--- src/rtl/ddr_word_dma_if.sv ---
// Bundle of the command, write-stream, read-stream, status and DDR word-port
// signals used by ddr_word_dma.
interface ddr_word_dma_if #(
    parameter int unsigned LEN_W = 16
);
    // Command channel
    logic             cmd_valid;
    logic             cmd_ready;
    logic             cmd_wr;
    logic [31:0]      cmd_addr;
    logic [LEN_W-1:0] cmd_len;

    // Write data stream into the sequencer
    logic             wr_valid;
    logic             wr_ready;
    logic [31:0]      wr_data;

    // Read data stream out of the sequencer
    logic             rd_valid;
    logic             rd_ready;
    logic [31:0]      rd_data;

    // Status
    logic             done;
    logic             busy;

    // Single-word DDR controller port
    logic [31:0]      ddr_addr;
    logic             ddr_en;
    logic             ddr_wr;
    logic [31:0]      ddr_wdata;
    logic [3:0]       ddr_mask;
    logic             ddr_rdy;
    logic [31:0]      ddr_rdata;
    logic             ddr_rd_vld;

    // Sequencer view: it masters the DDR port and serves the streams
    modport master (
        input  cmd_valid, cmd_wr, cmd_addr, cmd_len,
        input  wr_valid, wr_data,
        input  rd_ready,
        input  ddr_rdy, ddr_rdata, ddr_rd_vld,
        output cmd_ready, wr_ready, rd_valid, rd_data,
        output done, busy,
        output ddr_addr, ddr_en, ddr_wr, ddr_wdata, ddr_mask
    );

    // Environment view: command source, stream endpoints and DDR controller
    modport slave (
        output cmd_valid, cmd_wr, cmd_addr, cmd_len,
        output wr_valid, wr_data,
        output rd_ready,
        output ddr_rdy, ddr_rdata, ddr_rd_vld,
        input  cmd_ready, wr_ready, rd_valid, rd_data,
        input  done, busy,
        input  ddr_addr, ddr_en, ddr_wr, ddr_wdata, ddr_mask
    );
endinterface

--- src/rtl/ddr_word_dma.sv ---
// Block-command sequencer for a single-word DDR controller port.
// Writes pull words from a valid/ready stream and issue one DDR write per word,
// enforcing an idle gap after each write since the controller reports no
// write completion. Reads issue one DDR read per word and hand each word to a
// valid/ready stream before the next read is issued. At most one DDR
// transaction is ever outstanding.
module ddr_word_dma #(
    parameter int unsigned LEN_W  = 16,
    parameter int unsigned WR_GAP = 16
) (
    input  logic           i_clk,
    input  logic           i_rst_n,
    ddr_word_dma_if.master bus
);

    localparam int unsigned ADDR_W = 32;
    localparam int unsigned DATA_W = 32;
    localparam int unsigned MASK_W = 4;
    localparam int unsigned GAP_W  = (WR_GAP < 1) ? 1 : $clog2(WR_GAP + 1);

    localparam logic [GAP_W-1:0]  GAP_LOAD   = GAP_W'(WR_GAP);
    localparam logic [ADDR_W-1:0] WORD_BYTES = ADDR_W'(4);
    localparam logic [ADDR_W-1:0] WORD_ALIGN = ~ADDR_W'(3);
    localparam logic [MASK_W-1:0] FULL_MASK  = {MASK_W{1'b1}};

    typedef enum logic [2:0] {
        S_IDLE,
        S_WR_LOAD,
        S_WR_ISSUE,
        S_WR_GAP,
        S_RD_ISSUE,
        S_RD_WAIT,
        S_RD_OUT,
        S_DONE
    } state_e;

    state_e             state_q,     state_d;
    logic [ADDR_W-1:0]  addr_q,      addr_d;
    logic [LEN_W-1:0]   remaining_q, remaining_d;
    logic [GAP_W-1:0]   gap_q,       gap_d;
    logic [DATA_W-1:0]  wdata_q,     wdata_d;
    logic [DATA_W-1:0]  rdata_q,     rdata_d;
    logic               rd_valid_q,  rd_valid_d;
    logic               ddr_wr_q,    ddr_wr_d;
    logic [MASK_W-1:0]  mask_q,      mask_d;
    logic               cmd_ready_q, cmd_ready_d;
    logic               busy_q,      busy_d;
    logic               wr_ready_q,  wr_ready_d;
    logic               done_q,      done_d;
    logic               issue_c;

    // A transaction is presented for exactly the cycle the controller is ready
    assign issue_c = ((state_q == S_WR_ISSUE) || (state_q == S_RD_ISSUE)) && bus.ddr_rdy;

    // Next-state, datapath and registered-output decode
    always_comb begin
        state_d     = state_q;
        addr_d      = addr_q;
        remaining_d = remaining_q;
        gap_d       = gap_q;
        wdata_d     = wdata_q;
        rdata_d     = rdata_q;
        rd_valid_d  = rd_valid_q;
        ddr_wr_d    = ddr_wr_q;
        mask_d      = mask_q;

        case (state_q)
            S_IDLE: begin
                if (bus.cmd_valid) begin
                    addr_d      = bus.cmd_addr & WORD_ALIGN;
                    remaining_d = bus.cmd_len;
                    ddr_wr_d    = bus.cmd_wr;
                    mask_d      = FULL_MASK;
                    if (bus.cmd_len == '0) begin
                        state_d = S_DONE;
                    end else if (bus.cmd_wr) begin
                        state_d = S_WR_LOAD;
                    end else begin
                        state_d = S_RD_ISSUE;
                    end
                end
            end

            S_WR_LOAD: begin
                if (bus.wr_valid) begin
                    wdata_d = bus.wr_data;
                    state_d = S_WR_ISSUE;
                end
            end

            S_WR_ISSUE: begin
                if (issue_c) begin
                    if (remaining_q != '0) begin
                        remaining_d = remaining_q - LEN_W'(1);
                    end
                    gap_d   = GAP_LOAD;
                    state_d = S_WR_GAP;
                end
            end

            S_WR_GAP: begin
                if (gap_q == '0) begin
                    addr_d  = addr_q + WORD_BYTES;
                    state_d = (remaining_q == '0) ? S_DONE : S_WR_LOAD;
                end else begin
                    gap_d = gap_q - GAP_W'(1);
                end
            end

            S_RD_ISSUE: begin
                if (issue_c) begin
                    state_d = S_RD_WAIT;
                end
            end

            S_RD_WAIT: begin
                if (bus.ddr_rd_vld) begin
                    rdata_d    = bus.ddr_rdata;
                    rd_valid_d = 1'b1;
                    if (remaining_q != '0) begin
                        remaining_d = remaining_q - LEN_W'(1);
                    end
                    state_d = S_RD_OUT;
                end
            end

            S_RD_OUT: begin
                if (bus.rd_ready) begin
                    rd_valid_d = 1'b0;
                    addr_d     = addr_q + WORD_BYTES;
                    state_d    = (remaining_q == '0) ? S_DONE : S_RD_ISSUE;
                end
            end

            S_DONE: begin
                state_d = S_IDLE;
            end

            default: begin
                state_d = S_IDLE;
            end
        endcase

        cmd_ready_d = (state_d == S_IDLE);
        busy_d      = (state_d != S_IDLE);
        wr_ready_d  = (state_d == S_WR_LOAD);
        done_d      = (state_d == S_DONE);
    end

    // State, datapath and output registers; reset abandons any command
    always_ff @(posedge i_clk or negedge i_rst_n) begin
        if (!i_rst_n) begin
            state_q     <= S_IDLE;
            addr_q      <= '0;
            remaining_q <= '0;
            gap_q       <= '0;
            wdata_q     <= '0;
            rdata_q     <= '0;
            rd_valid_q  <= 1'b0;
            ddr_wr_q    <= 1'b0;
            mask_q      <= '0;
            cmd_ready_q <= 1'b1;
            busy_q      <= 1'b0;
            wr_ready_q  <= 1'b0;
            done_q      <= 1'b0;
        end else begin
            state_q     <= state_d;
            addr_q      <= addr_d;
            remaining_q <= remaining_d;
            gap_q       <= gap_d;
            wdata_q     <= wdata_d;
            rdata_q     <= rdata_d;
            rd_valid_q  <= rd_valid_d;
            ddr_wr_q    <= ddr_wr_d;
            mask_q      <= mask_d;
            cmd_ready_q <= cmd_ready_d;
            busy_q      <= busy_d;
            wr_ready_q  <= wr_ready_d;
            done_q      <= done_d;
        end
    end

    assign bus.cmd_ready = cmd_ready_q;
    assign bus.wr_ready  = wr_ready_q;
    assign bus.rd_valid  = rd_valid_q;
    assign bus.rd_data   = rdata_q;
    assign bus.done      = done_q;
    assign bus.busy      = busy_q;
    assign bus.ddr_addr  = addr_q;
    assign bus.ddr_en    = issue_c;
    assign bus.ddr_wr    = ddr_wr_q;
    assign bus.ddr_wdata = wdata_q;
    assign bus.ddr_mask  = mask_q;

endmodule

--- src/flat_wrapper.sv ---
// flat-port wrapper written by rule: the top's interface ports become plain ports
module ddr_word_dma_flat 
#(
    parameter int unsigned LEN_W  = 16,
    parameter int unsigned WR_GAP = 16
)
  (i_clk, i_rst_n, bus_cmd_valid, bus_cmd_wr, bus_cmd_addr, bus_cmd_len, bus_wr_valid, bus_wr_data, bus_rd_ready, bus_ddr_rdy, bus_ddr_rdata, bus_ddr_rd_vld, bus_cmd_ready, bus_wr_ready, bus_rd_valid, bus_rd_data, bus_done, bus_busy, bus_ddr_addr, bus_ddr_en, bus_ddr_wr, bus_ddr_wdata, bus_ddr_mask);
  ddr_word_dma_if #(.LEN_W(LEN_W)) bus_i ();
  input  logic i_clk;
  input  logic i_rst_n;
  input wire logic [$bits(bus_i.cmd_valid)-1:0] bus_cmd_valid;
  input wire logic [$bits(bus_i.cmd_wr)-1:0] bus_cmd_wr;
  input wire logic [$bits(bus_i.cmd_addr)-1:0] bus_cmd_addr;
  input wire logic [$bits(bus_i.cmd_len)-1:0] bus_cmd_len;
  input wire logic [$bits(bus_i.wr_valid)-1:0] bus_wr_valid;
  input wire logic [$bits(bus_i.wr_data)-1:0] bus_wr_data;
  input wire logic [$bits(bus_i.rd_ready)-1:0] bus_rd_ready;
  input wire logic [$bits(bus_i.ddr_rdy)-1:0] bus_ddr_rdy;
  input wire logic [$bits(bus_i.ddr_rdata)-1:0] bus_ddr_rdata;
  input wire logic [$bits(bus_i.ddr_rd_vld)-1:0] bus_ddr_rd_vld;
  output wire logic [$bits(bus_i.cmd_ready)-1:0] bus_cmd_ready;
  output wire logic [$bits(bus_i.wr_ready)-1:0] bus_wr_ready;
  output wire logic [$bits(bus_i.rd_valid)-1:0] bus_rd_valid;
  output wire logic [$bits(bus_i.rd_data)-1:0] bus_rd_data;
  output wire logic [$bits(bus_i.done)-1:0] bus_done;
  output wire logic [$bits(bus_i.busy)-1:0] bus_busy;
  output wire logic [$bits(bus_i.ddr_addr)-1:0] bus_ddr_addr;
  output wire logic [$bits(bus_i.ddr_en)-1:0] bus_ddr_en;
  output wire logic [$bits(bus_i.ddr_wr)-1:0] bus_ddr_wr;
  output wire logic [$bits(bus_i.ddr_wdata)-1:0] bus_ddr_wdata;
  output wire logic [$bits(bus_i.ddr_mask)-1:0] bus_ddr_mask;
  assign bus_i.cmd_valid = bus_cmd_valid;
  assign bus_i.cmd_wr = bus_cmd_wr;
  assign bus_i.cmd_addr = bus_cmd_addr;
  assign bus_i.cmd_len = bus_cmd_len;
  assign bus_i.wr_valid = bus_wr_valid;
  assign bus_i.wr_data = bus_wr_data;
  assign bus_i.rd_ready = bus_rd_ready;
  assign bus_i.ddr_rdy = bus_ddr_rdy;
  assign bus_i.ddr_rdata = bus_ddr_rdata;
  assign bus_i.ddr_rd_vld = bus_ddr_rd_vld;
  assign bus_cmd_ready = bus_i.cmd_ready;
  assign bus_wr_ready = bus_i.wr_ready;
  assign bus_rd_valid = bus_i.rd_valid;
  assign bus_rd_data = bus_i.rd_data;
  assign bus_done = bus_i.done;
  assign bus_busy = bus_i.busy;
  assign bus_ddr_addr = bus_i.ddr_addr;
  assign bus_ddr_en = bus_i.ddr_en;
  assign bus_ddr_wr = bus_i.ddr_wr;
  assign bus_ddr_wdata = bus_i.ddr_wdata;
  assign bus_ddr_mask = bus_i.ddr_mask;
  ddr_word_dma #(.LEN_W(LEN_W), .WR_GAP(WR_GAP)) u_core (.i_clk(i_clk), .i_rst_n(i_rst_n), .bus(bus_i));
endmodule
--- config.mk ---
export PLATFORM = sky130hd
export DESIGN_NAME = ddr_word_dma_flat
export DESIGN_NICKNAME = d
export VERILOG_FILES = /design/src/rtl/ddr_word_dma_if.sv /design/src/rtl/ddr_word_dma.sv /design/src/flat_wrapper.sv
export SDC_FILE = /design/constraint.sdc
export NUM_CORES = 1
export LEC_CHECK = 0
export CORE_MARGIN = 1.5
export CORE_UTILIZATION = 45
export DETAILED_ROUTE_END_ITERATION = 16
export PLACE_DENSITY = 0.82
export REMOVE_ABC_BUFFERS = 1
export SETUP_SLACK_MARGIN = 0.15
export SLEW_MARGIN = 0
export SYNTH_ARGS = -nofsm -noshare
export SYNTH_HDL_FRONTEND = slang
export SYNTH_SLANG_ARGS = --single-unit
export TNS_END_PERCENT = 100
--- constraint.sdc ---
create_clock -name i_clk -period 2.93 [get_ports i_clk]
set_clock_uncertainty 0.05 [all_clocks]
set_input_delay 0.293 -clock i_clk [delete_from_list [all_inputs] [get_ports i_clk]]
set_output_delay 0.293 -clock i_clk [all_outputs]
set_load 0.02 [all_outputs]
# Word level (Yosys, flattened, before mapping)
# Index checks and enable logic that the tools add are counted.
[totals]
elab_cells = 78
register_bits = 127
out_inout_bits = 107
input_bits = 120
[op_classes]
mux = 27
addsub = 3
eq_ne = 15
reduce_logical = 20
[op_table]
columns = ["cell", "n"]
rows = [
  ["$mux W32", 3],
  ["$pmux W32 S3", 1],
  ["$mux W16", 4],
  ["$pmux W16 S3", 1],
  ["$add A32 B3 Y32 const B", 1],
  ["$logic_not A16 Y1", 2],
  ["$mux W3", 10],
  ["$pmux W3 S8", 1],
  ["$reduce_bool A16 Y1", 1],
  ["$sub A16 B1 Y16 const B", 1],
  ["$eq A3 B3 Y1 const B", 5],
  ["$mux W5", 2],
  ["$ne A2 B2 Y1 const B", 5],
  ["$pmux W5 S2", 1],
  ["$reduce_bool A3 Y1", 3],
  ["$reduce_and A4 Y1", 2],
  ["$eq A3 B1 Y1 const B", 2],
  ["$eq A3 B2 Y1 const B", 2],
  ["$logic_not A3 Y1", 2],
  ["$reduce_and A2 Y1", 3],
  ["$reduce_and A3 Y1", 2],
  ["$logic_not A5 Y1", 1],
  ["$sub A5 B1 Y5 const B", 1],
  ["$reduce_bool A2 Y1", 2],
  ["other kinds (6)", 7],
]

# Depth between registers and ports, before layout
[depth]
depth_word = 6
mapped_depth = 8
mapped_depth_nobuf = 7

# Worst setup path after synthesis
# Ideal clock, no wire load.
[synth_timing]
path_kind = "reg-to-reg"
start = "register u_core.remaining_q[2]"
end = "register u_core.remaining_q[9]"
stages_incl_launch_ff = 6
slack_ns = 0.865
t_required_ns = 2.753
t_arrival_ns = 1.888
setup_ns = 0.127
period_less_slack_ns = 2.065
n_path_buf = 0
cell_sequence = "dfrtp_1 -> or4_4 -> or4_1 -> or3_1 -> a21oi_1 -> o22ai_1"
[synth_via]
elab_chain_cells = 4
elab_cells_between_ends = 6
[synth_lines]
columns = ["item", "line_no", "rtl"]
rows = [
  ["start, declared", "ddr_word_dma.sv:39", "logic [LEN_W-1:0] remaining_q, remaining_d;"],
  ["start signal, assigned", "ddr_word_dma.sv:169", "remaining_q <= remaining_d;"],
  ["$sub A16 B1 Y16 or $reduce_bool A16 Y1 (tied branches)", "--", ""],
  ["$mux W16 (*)", "ddr_word_dma.sv:93, ddr_word_dma.sv:120", ""],
  ["$mux W16, on equally long branches", "ddr_word_dma.sv:117, ddr_word_dma.sv:92", ""],
  ["$pmux W16 S3 (*)", "ddr_word_dma.sv:67", "case (state_q)"],
]
# Mark *: on every way between the ends. The rest lies on a longest branch, timed or not. The select of a mux whose other input is x is not followed.
# A chain may end at the register's enable or synchronous reset.

# Worst setup path in the final report
[layout_timing]
start = "register u_core.state_q[1]"
end = "output bus_ddr_en"
[layout_via]
elab_chain_cells = 3
elab_cells_between_ends = 4
[layout_lines]
columns = ["item", "line_no", "rtl"]
rows = [
  ["start, declared", "ddr_word_dma.sv:37", "state_e state_q, state_d;"],
  ["start signal, assigned", "ddr_word_dma.sv:167", "state_q <= state_d;"],
  ["$eq A3 B2 Y1 or $eq A3 B3 Y1 (tied branches)", "ddr_word_dma.sv:53", "assign issue_c = ((state_q == S_WR_ISSUE) || (state_q == S_RD_ISSUE)) && bus.ddr_rdy;"],
  ["$logic_or A1 B1 Y1 (*)", "ddr_word_dma.sv:53", ""],
  ["$logic_and A1 B1 Y1 (*)", "ddr_word_dma.sv:53", ""],
  ["end, declared", "flat_wrapper.sv:28", "output wire logic [$bits(bus_i.ddr_en)-1:0] bus_ddr_en;"],
]
# Mark *: on every way between the ends. The rest lies on a longest branch, timed or not.

==> flow_metrics.py <==
metrics = {
    "status": {
        "status": "finished, final reports clean",
    },
    "sta": {
        "fmax_mhz": 405,
        "tns_ns": 0,
        "maxSlewHeadroom_pct": 45.8,
        "hold_viol": 0,
        "fin_ws_ns": 0.462,
        "min_period_over_period_pct": 84.2,
        "worst_pin_slew_ns": 0.813,
        "finalSetupViolations": 0,
        "finalCriticalPeriod_ns": 2.47,
        "rsz0062_at_grt": "false",
        "drv_slew": 0,
        "holdWs_ns": 0.355,
    },
    "grt": {
        "grt_pass1_vias": 5532,
        "grt_use_total_pct": 24.1,
        "grt_pass1_wl_um": 27500,
        "grt_overflow": 0,
        "grt_max_degree": 59,
        "antenna_found_initial": 0,
    },
    "critical_path": {
        "regToRegStartpoint": "u_core.gap_q[0]$_DFFE_PN0P_",
        "arrival_ns": 2.13,
        "end_kind": "primary output",
        "rrSetupSlack_ns": 0.65,
        "startpoint": "u_core.state_q[1]$_DFF_PN0_",
        "crit_fanout": 16,
        "cp.required_ns": 2.59,
        "crit_path_start_kind": "flip-flop",
        "crit_type": "reg2out",
    },
    "routing": {
        "ant_nets": 0,
        "drc_errors": 0,
        "wl_per_cell_um": 16.3,
        "viasPerCell": 5.53,
        "dr.pass1.iters": 5,
        "num_vias": 5867,
        "drtIter0Drc": 338,
        "drt_wl_total_um": 17300,
    },
    "place": {
        "dp_slack_ns": 0.578,
        "place_area_sq_um": 8580,
        "io_buffers": 222,
        "place_hpwl_um": 12400,
        "place.gp.congestion": 0.861,
    },
    "cells_and_area": {
        "layout.nets": 996,
        "area_growth_pct": 50.3,
        "fill_cells": 1029,
        "final_util_pct": 69.6,
        "design_area_sq_um": 9300,
        "diodes": 0,
        "final_layout_size_suffix_gt1_share_pct": 11.1,
    },
    "clock_network": {
        "h-tree-depth": 4,
        "clock_sinks": 125,
        "cts_root_buf": "clkbuf_16",
        "clk_path_buf_depth": 2,
        "cts_made_buffers": 17,
        "clk_latency_ns": 0.42,
        "clk_pin_slew_ns": 0.06,
        "cts_tree": "done",
    },
    "floorplanning": {
        "die_h_um": 120,
        "ioPinCount": 227,
        "core_area_sq_um": 13300,
        "die-width_um": 120,
        "fp-row-count": 42,
        "dieArea_sq_um": 14500,
        "initial_core_util_pct": 46.3,
    },
    "power": {
        "p_per_area_nw_per_um2": 1120,
        "swShare_pct": 38.2,
        "peakVddDrop_mv": 0.594,
        "sequentialPowerShare_pct": 31.4,
        "switchingPower_mw": 3.98,
        "combPwrFrac_pct": 44.7,
        "clockPowerShare_pct": 23.8,
        "internal-power_mw": 6.44,
        "power_leakage_nw": 3.96,
    },
    "yosys": {
        "yosys.area.top_type": "dfrtp_1",
        "ys_warn_count": 0,
        "ys.flop_type": "dfrtp_1",
        "ys_async_sr_fraction_pct": 100,
        "syn-cell-area_sq_um": 6180,
        "synth_area_leaders": "dfrtp_1 (50%), nand2_1 (8.1%), mux2_2 (5.8%)",
        "syn_inst": 653,
        "synth-seq-cells": 125,
        "ys_types": 65,
        "syn_area_per_cell_sq_um": 9.47,
        "synth_edf_count": 0,
        "ys_seq_area_share_pct": 50.6,
        "synth_top_cell_area_share_pct": 50.2,
    },
    "worst_hold_path": {
        "min_path_type": "in2reg",
        "hold_start": "bus_ddr_rdata[13]",
    },
    "job": {
        "drv_cap": 0,
    },
}
[synthesized netlist by cell type (11+ instances only)]
library cell,instances
o22ai_1,12
inv_1,15
o22a_1,11
dfrtp_1,124
nand3_1,17
nor3_1,22
nor2_1,45
o21ai_0,20
clkbuf_1,21
nand2_1,133
mux2_2,32
a21oi_1,48
[what timing repair did]
| action | 4_1_cts | 5_1_grt |
|---|---|---|
| setup buffers | 0 | 0 |
| gates resized for setup | 0 | 0 |
| hold buffers | 1 | 0 |
| endpoints found under the hold margin | 56 | 0 |
[final timing paths]
check / cells after the start / endpoint
worst min register to register: 2 / u_core.bus.rd_data[19]$_DFFE_PN0P_
worst max register to register: 7 / u_core.bus.ddr_addr[29]$_DFFE_PN0P_
max in group asynchronous: 3 / u_core.bus.cmd_ready$_DFF_PN1_
worst max-delay path: 3 / bus_ddr_en
min in group asynchronous: 2 / u_core.bus.ddr_addr[11]$_DFFE_PN0P_
worst min-delay path: 3 / u_core.bus.rd_data[13]$_DFFE_PN0P_
[registers in the layout, summed over array words and instances, names as in the netlist]
name,flops
u_core.bus.cmd_ready,1
u_core.bus.rd_data,32
u_core.bus.ddr_addr,30
u_core.bus.busy,1
u_core.bus.ddr_wr,1
u_core.state_q,3
u_core.bus.ddr_mask,1
u_core.bus.wr_ready,1
u_core.bus.ddr_wdata,32
u_core.bus.done,1
u_core.remaining_q,16
u_core.bus.rd_valid,1
u_core.gap_q,5
[power groups by stage]
| stage | Sequential [mW] | Clock, mW | Combinational [mW] |
|---|---|---|---|
| 2_1_floorplan | 3.93 | 0 | 1.77 |
| 3_3_place_gp | 3.24 | 0 | 4.55 |
| 3_5_place_dp | 3.28 | 0 | 4.65 |
| 4_1_cts | 3.26 | 2.52 | 4.68 |
| 5_1_grt | 3.39 | 2.61 | 5.02 |
| 6_report | 3.27 | 2.48 | 4.66 |
[cells in the final DEF, fill, tap and decap left out, types with 12 or more instances in the layout]
cell and instances:
a21oi_1 48, buf_4 15, clkbuf_16 17, clkdlybuf4s50_1 221, dfrtp_1 124, inv_1 15, mux2_2 32, nand2_1 133
nand3_1 17, nor2_1 44, nor3_1 22, o21ai_0 19, o22ai_1 12
[logic make-up after synthesis]
family	synth area share (%)
adder cells (fa/ha/maj)	1.01
XOR/XNOR	0.425
multiplexers	5.99
buffers and inverters	4.25
flip-flops	50.6
other	0.0606
AND/OR/NAND/NOR	22.2
AO/OA/AOI/OAI	15.4
[worst max-delay path: stages (launching register included)]
cell             delay, ns
dfrtp_1               0.61
nand2b_1              0.18
a21oi_1               0.25
clkdlybuf4s50_1       0.66
[layout make-up]
type / instances / area [sq um] / area share (%)
inverter: 15 / 56.3 / 0.606
clock inverter: 14 / 264 / 2.84
sequential: 125 / 3130 / 33.7
clock buffer: 18 / 439 / 4.72
multi-input combinational: 473 / 2810 / 30.2
timing repair buffer: 239 / 2370 / 25.5
tap: 176 / 220 / 2.37
[metal layers]
layer / up-vias / track usage, % / part of all wire, %
met4: 0 / 8.60 / 2.6
met1: 2786 / 31.3 / 42
met3: 41 / 6.75 / 7.8
met5: - / 0 / 0
met2: 264 / 38.8 / 48
li1: 2776 / - / -
[stage by stage]
stage / cells / power, mW
after floorplan: 613 / 5.70
after global placement: 1027 / 7.79
after detailed placement: 1027 / 7.93
after CTS: 1060 / 10.5
after global routing: 1060 / 11.0
final: 1060 / 10.4
No activity file was read; power rests on OpenSTA's default activity.
